===== config.mk =====
export PLATFORM = sky130hd
export DESIGN_NAME = home_inventory_event_engine
export DESIGN_NICKNAME = d
export VERILOG_FILES = /design/src/rtl/home_inventory_event_engine_pkg.sv /design/src/rtl/home_inventory_evt_fifo.sv /design/src/rtl/home_inventory_event_engine.sv
export SDC_FILE = /design/constraint.sdc
export NUM_CORES = 2
export LEC_CHECK = 0
export CAP_MARGIN = 0
export CORE_AREA = 3 3 659 661
export CTS_CLUSTER_DIAMETER = 120
export DETAILED_ROUTE_END_ITERATION = 8
export DIE_AREA = 0 0 662 664
export GPL_TIMING_DRIVEN = 0
export PLACE_DENSITY = 0.5
export SETUP_SLACK_MARGIN = 0.05
export SLEW_MARGIN = 5
export SYNTH_ARGS = -nofsm -noshare
export SYNTH_HDL_FRONTEND = slang
export SYNTH_SLANG_ARGS = --single-unit

===== constraint.sdc =====
create_clock -name clk -period 5.4 [get_ports clk]
set_clock_uncertainty 0.15 [all_clocks]
set_input_delay 0.54 -clock clk [delete_from_list [all_inputs] [get_ports clk]]
set_output_delay 0.54 -clock clk [all_outputs]
set_load 0.005 [all_outputs]

===== src/rtl/home_inventory_event_engine_pkg.sv =====
// Shared definitions for the home inventory event engine.
//   - Default build parameters (channel count, widths, FIFO depth).
//   - Drop counter width and the event-record layout {mask, ts}.
//   - Per-channel trigger FSM state type.
package home_inventory_event_engine_pkg;

  localparam int DEF_NCH        = 8;
  localparam int DEF_SW         = 32;
  localparam int DEF_TSW        = 32;
  localparam int DEF_CW         = 32;
  localparam int DEF_FIFO_DEPTH = 16;
  localparam int DROP_CNT_W     = 16;

  // Record layout: timestamp in the low bits, fired mask directly above it.
  localparam int REC_TS_LSB = 0;

  function automatic int rec_mask_lsb(input int tsw);
    return REC_TS_LSB + tsw;
  endfunction

  // ARMED: the next over-threshold sample fires.
  // FIRED: waiting for the sample to fall below the re-arm level.
  typedef enum logic {
    CH_ARMED = 1'b0,
    CH_FIRED = 1'b1
  } ch_state_e;

endpackage


===== src/rtl/home_inventory_evt_fifo.sv =====
// Synchronous event-record FIFO with drop accounting.
// Handshake: a record is popped on any cycle where o_valid && i_ready.
//   o_data is stable while o_valid && !i_ready. A push into a full FIFO
//   without a simultaneous pop is dropped (the newest record is lost).
// Ports:
//   clk, rst        clock, synchronous active-high reset
//   i_push, i_data  write request and record
//   o_valid, i_ready, o_data   read side (head of FIFO, zero when empty)
//   o_level         number of entries held
//   o_overflow      sticky flag: a record was dropped
//   o_drop_count    saturating count of dropped records
//   i_ovf_clr       clears o_overflow/o_drop_count (a same-cycle drop wins)
module home_inventory_evt_fifo
  import home_inventory_event_engine_pkg::*;
#(
  parameter int W     = 40,
  parameter int DEPTH = 16
) (
  input  logic                    clk,
  input  logic                    rst,
  input  logic                    i_push,
  input  logic [W-1:0]            i_data,
  output logic                    o_valid,
  input  logic                    i_ready,
  output logic [W-1:0]            o_data,
  output logic [$clog2(DEPTH):0]  o_level,
  output logic                    o_overflow,
  output logic [DROP_CNT_W-1:0]   o_drop_count,
  input  logic                    i_ovf_clr
);

  localparam int AW = $clog2(DEPTH);

  logic [W-1:0]            r_mem [DEPTH];
  logic [AW:0]             r_wr_ptr;
  logic [AW:0]             r_rd_ptr;
  logic                    r_overflow;
  logic [DROP_CNT_W-1:0]   r_drop_cnt;

  logic [AW:0]             w_level;
  logic                    w_full;
  logic                    w_valid;
  logic                    w_pop;
  logic                    w_wr;
  logic                    w_drop;

  // Pointers carry one extra wrap bit so full and empty are distinguishable.
  assign w_level = r_wr_ptr - r_rd_ptr;
  assign w_full  = (w_level == (AW+1)'(DEPTH));
  assign w_valid = (w_level != '0);
  assign w_pop   = w_valid & i_ready;
  // When full, a pop in the same cycle frees the slot the push lands in.
  assign w_wr    = i_push & (~w_full | w_pop);
  assign w_drop  = i_push & w_full & ~w_pop;

  always_ff @(posedge clk) begin
    if (w_wr) begin
      r_mem[r_wr_ptr[AW-1:0]] <= i_data;
    end
  end

  always_ff @(posedge clk) begin
    if (rst) begin
      r_wr_ptr   <= '0;
      r_rd_ptr   <= '0;
      r_overflow <= 1'b0;
      r_drop_cnt <= '0;
    end else begin
      if (w_wr) begin
        r_wr_ptr <= r_wr_ptr + 1'b1;
      end
      if (w_pop) begin
        r_rd_ptr <= r_rd_ptr + 1'b1;
      end
      if (w_drop) begin
        r_overflow <= 1'b1;
        if (i_ovf_clr) begin
          r_drop_cnt <= DROP_CNT_W'(1);
        end else if (r_drop_cnt != '1) begin
          r_drop_cnt <= r_drop_cnt + 1'b1;
        end
      end else if (i_ovf_clr) begin
        r_overflow <= 1'b0;
        r_drop_cnt <= '0;
      end
    end
  end

  assign o_valid      = w_valid;
  assign o_data       = w_valid ? r_mem[r_rd_ptr[AW-1:0]] : '0;
  assign o_level      = w_level;
  assign o_overflow   = r_overflow;
  assign o_drop_count = r_drop_cnt;

endmodule


===== src/rtl/home_inventory_event_engine.sv =====
// Per-channel threshold event engine with hysteresis, edge/level mode,
// saturating event counters, per-channel timestamps and an event-record FIFO.
// Ports:
//   clk, rst                    clock, synchronous active-high reset
//   sample_valid, ts_now        sample strobe and its timestamp
//   evt_en, edge_mode           per-channel enable and mode (1 = edge + hysteresis)
//   thresh_flat, hyst_flat      per-channel threshold / hysteresis, channel i at [i*SW +: SW]
//   sample_flat                 per-channel sample
//   clr_counts                  per-channel counter clear pulse
//   evt_count_flat              saturating event counters
//   last_delta_flat             delta between each channel's last two events
//   last_ts_ch_flat             timestamp of each channel's last event
//   last_ts                     timestamp of the most recent event on any channel
//   rd_valid/rd_ready           record read handshake (pop on rd_valid && rd_ready)
//   rd_mask, rd_ts              head record
//   fifo_level, fifo_overflow, drop_count, ovf_clr   FIFO status and clear
// Per-channel FSM state is available as g_ch[i].r_state.
module home_inventory_event_engine
  import home_inventory_event_engine_pkg::*;
#(
  parameter int NCH        = DEF_NCH,
  parameter int SW         = DEF_SW,
  parameter int TSW        = DEF_TSW,
  parameter int CW         = DEF_CW,
  parameter int FIFO_DEPTH = DEF_FIFO_DEPTH
) (
  input  logic                           clk,
  input  logic                           rst,
  input  logic                           sample_valid,
  input  logic [TSW-1:0]                 ts_now,
  input  logic [NCH-1:0]                 evt_en,
  input  logic [NCH-1:0]                 edge_mode,
  input  logic [NCH*SW-1:0]              thresh_flat,
  input  logic [NCH*SW-1:0]              hyst_flat,
  input  logic [NCH*SW-1:0]              sample_flat,
  input  logic [NCH-1:0]                 clr_counts,
  output logic [NCH*CW-1:0]              evt_count_flat,
  output logic [NCH*TSW-1:0]             last_delta_flat,
  output logic [NCH*TSW-1:0]             last_ts_ch_flat,
  output logic [TSW-1:0]                 last_ts,
  output logic                           rd_valid,
  input  logic                           rd_ready,
  output logic [NCH-1:0]                 rd_mask,
  output logic [TSW-1:0]                 rd_ts,
  output logic [$clog2(FIFO_DEPTH):0]    fifo_level,
  output logic                           fifo_overflow,
  output logic [DROP_CNT_W-1:0]          drop_count,
  input  logic                           ovf_clr
);

  localparam int REC_W    = NCH + TSW;
  localparam int MASK_LSB = rec_mask_lsb(TSW);

  logic [NCH-1:0]   w_hit_mask;
  logic [TSW-1:0]   r_last_ts;
  logic [REC_W-1:0] w_push_rec;
  logic [REC_W-1:0] w_head_rec;
  logic             w_push;

  genvar gi;
  for (gi = 0; gi < NCH; gi++) begin : g_ch
    ch_state_e       r_state;
    ch_state_e       w_state_nxt;
    ch_state_e       w_state_eff;
    logic            r_en_d;
    logic            r_rise_pend;
    logic            r_seen;
    logic [CW-1:0]   r_count;
    logic [TSW-1:0]  r_last_ts_ch;
    logic [TSW-1:0]  r_last_delta;

    logic [SW-1:0]   w_sample;
    logic [SW-1:0]   w_thresh;
    logic [SW-1:0]   w_hyst;
    logic [SW-1:0]   w_rearm;
    logic            w_en;
    logic            w_rise;
    logic            w_over;
    logic            w_hit;
    logic            w_seen_eff;
    logic [TSW-1:0]  w_last_ts_eff;

    assign w_sample = sample_flat[gi*SW +: SW];
    assign w_thresh = thresh_flat[gi*SW +: SW];
    assign w_hyst   = hyst_flat[gi*SW +: SW];
    assign w_en     = evt_en[gi];
    assign w_over   = (w_sample >= w_thresh);
    // Re-arm level saturates at zero; a zero level can never be undershot.
    assign w_rearm  = (w_thresh > w_hyst) ? (w_thresh - w_hyst) : '0;

    // A rise is live from the cycle the enable goes high until the first
    // enabled sample consumes it; dropping the enable discards it.
    assign w_rise        = w_en & (r_rise_pend | ~r_en_d);
    // History as seen by this sample once a pending rise has wiped it.
    assign w_seen_eff    = r_seen & ~w_rise;
    assign w_last_ts_eff = w_rise ? '0 : r_last_ts_ch;

    always_comb begin
      w_state_eff = r_state;
      w_state_nxt = r_state;
      w_hit       = 1'b0;
      if (!w_en || !edge_mode[gi]) begin
        w_state_nxt = CH_ARMED;
      end
      if (w_en && sample_valid) begin
        if (w_rise) begin
          w_state_eff = CH_ARMED;
        end
        if (!edge_mode[gi]) begin
          w_hit = w_over;
        end else begin
          case (w_state_eff)
            CH_ARMED: begin
              w_hit       = w_over;
              w_state_nxt = w_over ? CH_FIRED : CH_ARMED;
            end
            CH_FIRED: begin
              w_state_nxt = (w_sample < w_rearm) ? CH_ARMED : CH_FIRED;
            end
            default: w_state_nxt = CH_ARMED;
          endcase
        end
      end
    end

    always_ff @(posedge clk) begin
      if (rst) begin
        r_state      <= CH_ARMED;
        r_en_d       <= 1'b0;
        r_rise_pend  <= 1'b0;
        r_seen       <= 1'b0;
        r_count      <= '0;
        r_last_ts_ch <= '0;
        r_last_delta <= '0;
      end else begin
        r_state     <= w_state_nxt;
        r_en_d      <= w_en;
        r_rise_pend <= w_rise & ~sample_valid;

        if (sample_valid && w_rise) begin
          r_seen       <= 1'b0;
          r_last_ts_ch <= '0;
          r_last_delta <= '0;
        end
        if (w_hit) begin
          r_last_delta <= w_seen_eff ? (ts_now - w_last_ts_eff) : '0;
          r_last_ts_ch <= ts_now;
          r_seen       <= 1'b1;
        end

        // Clear then increment when both land on the same cycle.
        if (clr_counts[gi]) begin
          r_count <= w_hit ? CW'(1) : '0;
        end else if (w_hit && (r_count != '1)) begin
          r_count <= r_count + CW'(1);
        end
      end
    end

    assign w_hit_mask[gi]                 = w_hit;
    assign evt_count_flat[gi*CW +: CW]    = r_count;
    assign last_delta_flat[gi*TSW +: TSW] = r_last_delta;
    assign last_ts_ch_flat[gi*TSW +: TSW] = r_last_ts_ch;
  end

  always_ff @(posedge clk) begin
    if (rst) begin
      r_last_ts <= '0;
    end else if (|w_hit_mask) begin
      r_last_ts <= ts_now;
    end
  end

  assign last_ts = r_last_ts;

  // One record per sample carrying every channel that fired on it.
  assign w_push = sample_valid & (|w_hit_mask);

  always_comb begin
    w_push_rec                         = '0;
    w_push_rec[MASK_LSB +: NCH]        = w_hit_mask;
    w_push_rec[REC_TS_LSB +: TSW]      = ts_now;
  end

  home_inventory_evt_fifo #(
    .W     (REC_W),
    .DEPTH (FIFO_DEPTH)
  ) u_evt_fifo (
    .clk          (clk),
    .rst          (rst),
    .i_push       (w_push),
    .i_data       (w_push_rec),
    .o_valid      (rd_valid),
    .i_ready      (rd_ready),
    .o_data       (w_head_rec),
    .o_level      (fifo_level),
    .o_overflow   (fifo_overflow),
    .o_drop_count (drop_count),
    .i_ovf_clr    (ovf_clr)
  );

  assign rd_mask = w_head_rec[MASK_LSB +: NCH];
  assign rd_ts   = w_head_rec[REC_TS_LSB +: TSW];

endmodule


==> impl_metrics.yaml <==
setup_path:
  cpMaxStageDelayCell: "clkdlybuf4s50_1"
  criticalPathCategory: "primary input to flop"
  crit_buf_inv: 3
  path_max_fanout: 3
  worstPathRequired_ns: 6.10
  cp_slowest_stage_delay_ns: 0.47
  start_kind: "primary input"
  worstPathArrival_ns: 5.93
  critPathTopFamily: "compound AO/OA/AOI/OAI gates"
  end_kind: "flop"
clock_tree:
  h-tree-depth: 4
  cts_buffers: 187
  cts_buffer_depth: 4
  clock_sinks: 1503
  clkSlewWorstSetupHoldPaths_ns: 0.06
  cts-root-buf: "clkbuf_16"
  clock_latency_ns: 0.91
  cts_tree: "yes"
floorplan:
  die_x_um: 662
  die_y_um: 664
  fp-row-count: 241
  ios: 1692
  fp.dieArea_mm2: 0.4396
  coreArea_mm2: 0.4297
  initial_core_util: 0.2213
min_path:
  hold_class: "primary input to flop"
global_route:
  grt_pass1_vias: 84709
  grt_start_max_net_pins: 41
  grt_pass1_wl_mm: 752.3
  grtUsageMet2: 0.3919
  grt_antenna_before_repair: 236
  met1_usage: 0.3138
  overflow: 0
  grtUsageTotal: 0.2511
  grt_busiest_layer: "met2"
  grt_use_met3: 0.07913
layout:
  drive_above_1_share: 0.07644
  final_cells: 18122
  fin_area_mm2: 0.1287
  finalNetCount: 14017
  synthToLayoutAreaGrowth_pct: 35.34
flow_run:
  drv_cap: 0
synth:
  synth.most_common_cell: "ha_1"
  syn_inst: 10144
  synthTopCellsByArea: "edfxtp_1 (20%), dfxtp_1 (18%), ha_1 (13%)"
  synth_edf_count: 640
  ys_types: 98
  synth_area_mm2: 0.09509
  synth_ff_type: "dfxtp_1"
  ys_ff_latch: 1503
  ys_seq_area_frac: 0.3838
  synth_common_cells: "ha_1 (1,026), nor2_1 (995), nand2_1 (977), dfxtp_1 (863), inv_1 (695)"
  synth_fp_nets: 12016
  async_flop_share: 0
  post-synth-top-area-cell: "edfxtp_1"
  syn_avg_cell_area_um2: 9.375
  post-synth-top-area-fraction: 0.2021
  yosys_warnings: 0
timing:
  whs_ns: 0.06687
  drv_slew: 0
  tightestPinTransition_ns: 1.387
  period_share: 0.9683
  tns_ns: 0
  setup_violations: 0
  relSlewSlack: 0.07552
  finalHoldViolations: 0
  rsz0062_at_grt: "false"
  fin_crit_ns: 5.229
  max_freq_mhz: 191.3
drt:
  vias: 89918
  drc: 0
  postRouteAntennaNets: 0
  wl_mm: 575.0
  vias_per_cell: 4.962
  wl_per_cell_um: 31.73
  first_pass_iters: 6
  drt_iter0_markers: 10115
outcome:
  status: "finished clean"
placement:
  place_area_mm2: 0.1212
  io_buffers: 1688
  gp_routability_congestion: 0.9927
  hpwlAfterDp_mm: 485.8
  numPlacedInstances: 17630
pwr:
  power_per_cell_area_mw_per_mm2: 278.9
  max-vdd-ir-drop_v: 0.0002912
  power.leakage_nw: 48.65
-- cells in the final DEF, fill, tap and decap left out, types with 290 or more instances in the layout --
cell and count:
a21o_1 388, a21oi_1 658, a22oi_1 405, clkbuf_1 290, clkdlybuf4s50_1 1646, dfxtp_1 863, edfxtp_1 640, ha_1 1022
inv_1 692, nand2_1 974, nand3_1 299, nor2_1 990, o21ai_0 297, xnor2_1 398
-- what timing repair did --
action                                  4_1_cts  5_1_grt
endpoints found under the setup margin      823      179
buffers inserted                             14       16
resized for setup                           102      111
gates cloned                                  3        1
hold endpoints to repair                     55        0
hold buffers                                  4        0
pin swaps                                    17       33
-- state kept, by name, summed over array words and instances (netlist names), named ones only --
| name | cells |
|---|---|
| u_evt_fifo.r_mem | 640 |
| g_ch.r_count | 256 |
| g_ch.r_last_delta | 256 |
| g_ch.r_last_ts_ch | 256 |
| last_ts | 32 |
| u_evt_fifo.o_drop_count | 16 |
| g_ch.r_en_d | 8 |
| g_ch.r_rise_pend | 8 |
| g_ch.r_seen | 8 |
| g_ch.r_state | 8 |
| u_evt_fifo.r_rd_ptr | 5 |
| u_evt_fifo.r_wr_ptr | 5 |
| u_evt_fifo.o_overflow | 1 |
-- worst reg2reg max path, stage by stage (launching register included) --
cell	delay, ns
dfxtp_1	0.30
inv_1	0.05
o21ai_2	0.25
buf_8	0.20
clkbuf_1	0.46
nand2_1	0.20
fa_1	0.49
a211oi_1	0.32
o211ai_1	0.20
a41oi_1	0.50
o211a_1	0.30
o22ai_1	0.10
nor2_1	0.25
a31oi_1	0.17
nor3_1	0.28
nor2_1	0.08
or3_1	0.31
a32o_1	0.24
-- metal layers --
metal	vias to the layer above	wire length [um]	part of all wire
met2	4035	253300	0.44
li1	40985	-	-
met1	43943	229300	0.40
met5	-	605	0.0011
met4	90	31410	0.055
met3	865	60440	0.11
-- area by class of cell --
cell class	instances	area (um^2)
antenna	114	285.3
buffer	401	1732
clock buffer	241	5124
clock inverter	101	1060
fill	45458	301000
inverter	697	2623
multi-input combinational	7544	55180
sequential	1503	36500
tap	5710	7144
timing repair buffer	1811	19060
-- cells by family (layout without fill, tap and decap cells) --
kind of cell             after synthesis  count (layout)  synth area share
XOR/XNOR                             659             659           0.06069
adder cells (fa/ha/maj)             1043            1043            0.1386
AO/OA/AOI/OAI                       2362            2362            0.1637
multiplexers                         220             220           0.04948
AND/OR/NAND/NOR                     3257            3260            0.1600
buffers and inverters               1100            3251           0.04376
other                                  0             114                 0
flip-flops                          1503            1503            0.3838
-- path summary, 6_finish.rpt --
check	to	cells after the start	startpoint	slack, ns
min reg2reg	g_ch[4].r_last_delta[29]	2	g_ch[4].r_last_delta[29]	0.29
max reg2reg	g_ch[4].r_last_delta[28]	17	g_ch[4].r_en_d	0.44
max	g_ch[5].r_state	26	thresh_flat[160]	0.17
min	u_evt_fifo.r_mem[0][9]	2	ts_now[9]	0.07
-- power breakdown --
part	leakage, nW	switching, W	total [W]	internal (W)
registers	12.8	0.000188	0.0124	0.0122
clock network	3.01	0.00549	0.0129	0.00743
logic	32.8	0.00595	0.0106	0.00461
total	48.7	0.0116	0.0359	0.0243
-- through the flow --
| step | power [W] | setup WS [ns] | utilization |
|---|---|---|---|
| floorplan | 0.01819 | 0.05775 | - |
| global placement | 0.02283 | -5.964 | 0.2774 |
| detailed placement | 0.02299 | -2.167 | 0.2820 |
| CTS | 0.03610 | 0.03860 | 0.2977 |
| global route | 0.03745 | 0.007174 | 0.2990 |
| finish | 0.03590 | 0.1714 | 0.2995 |
Power figures use the tool's default switching activity.
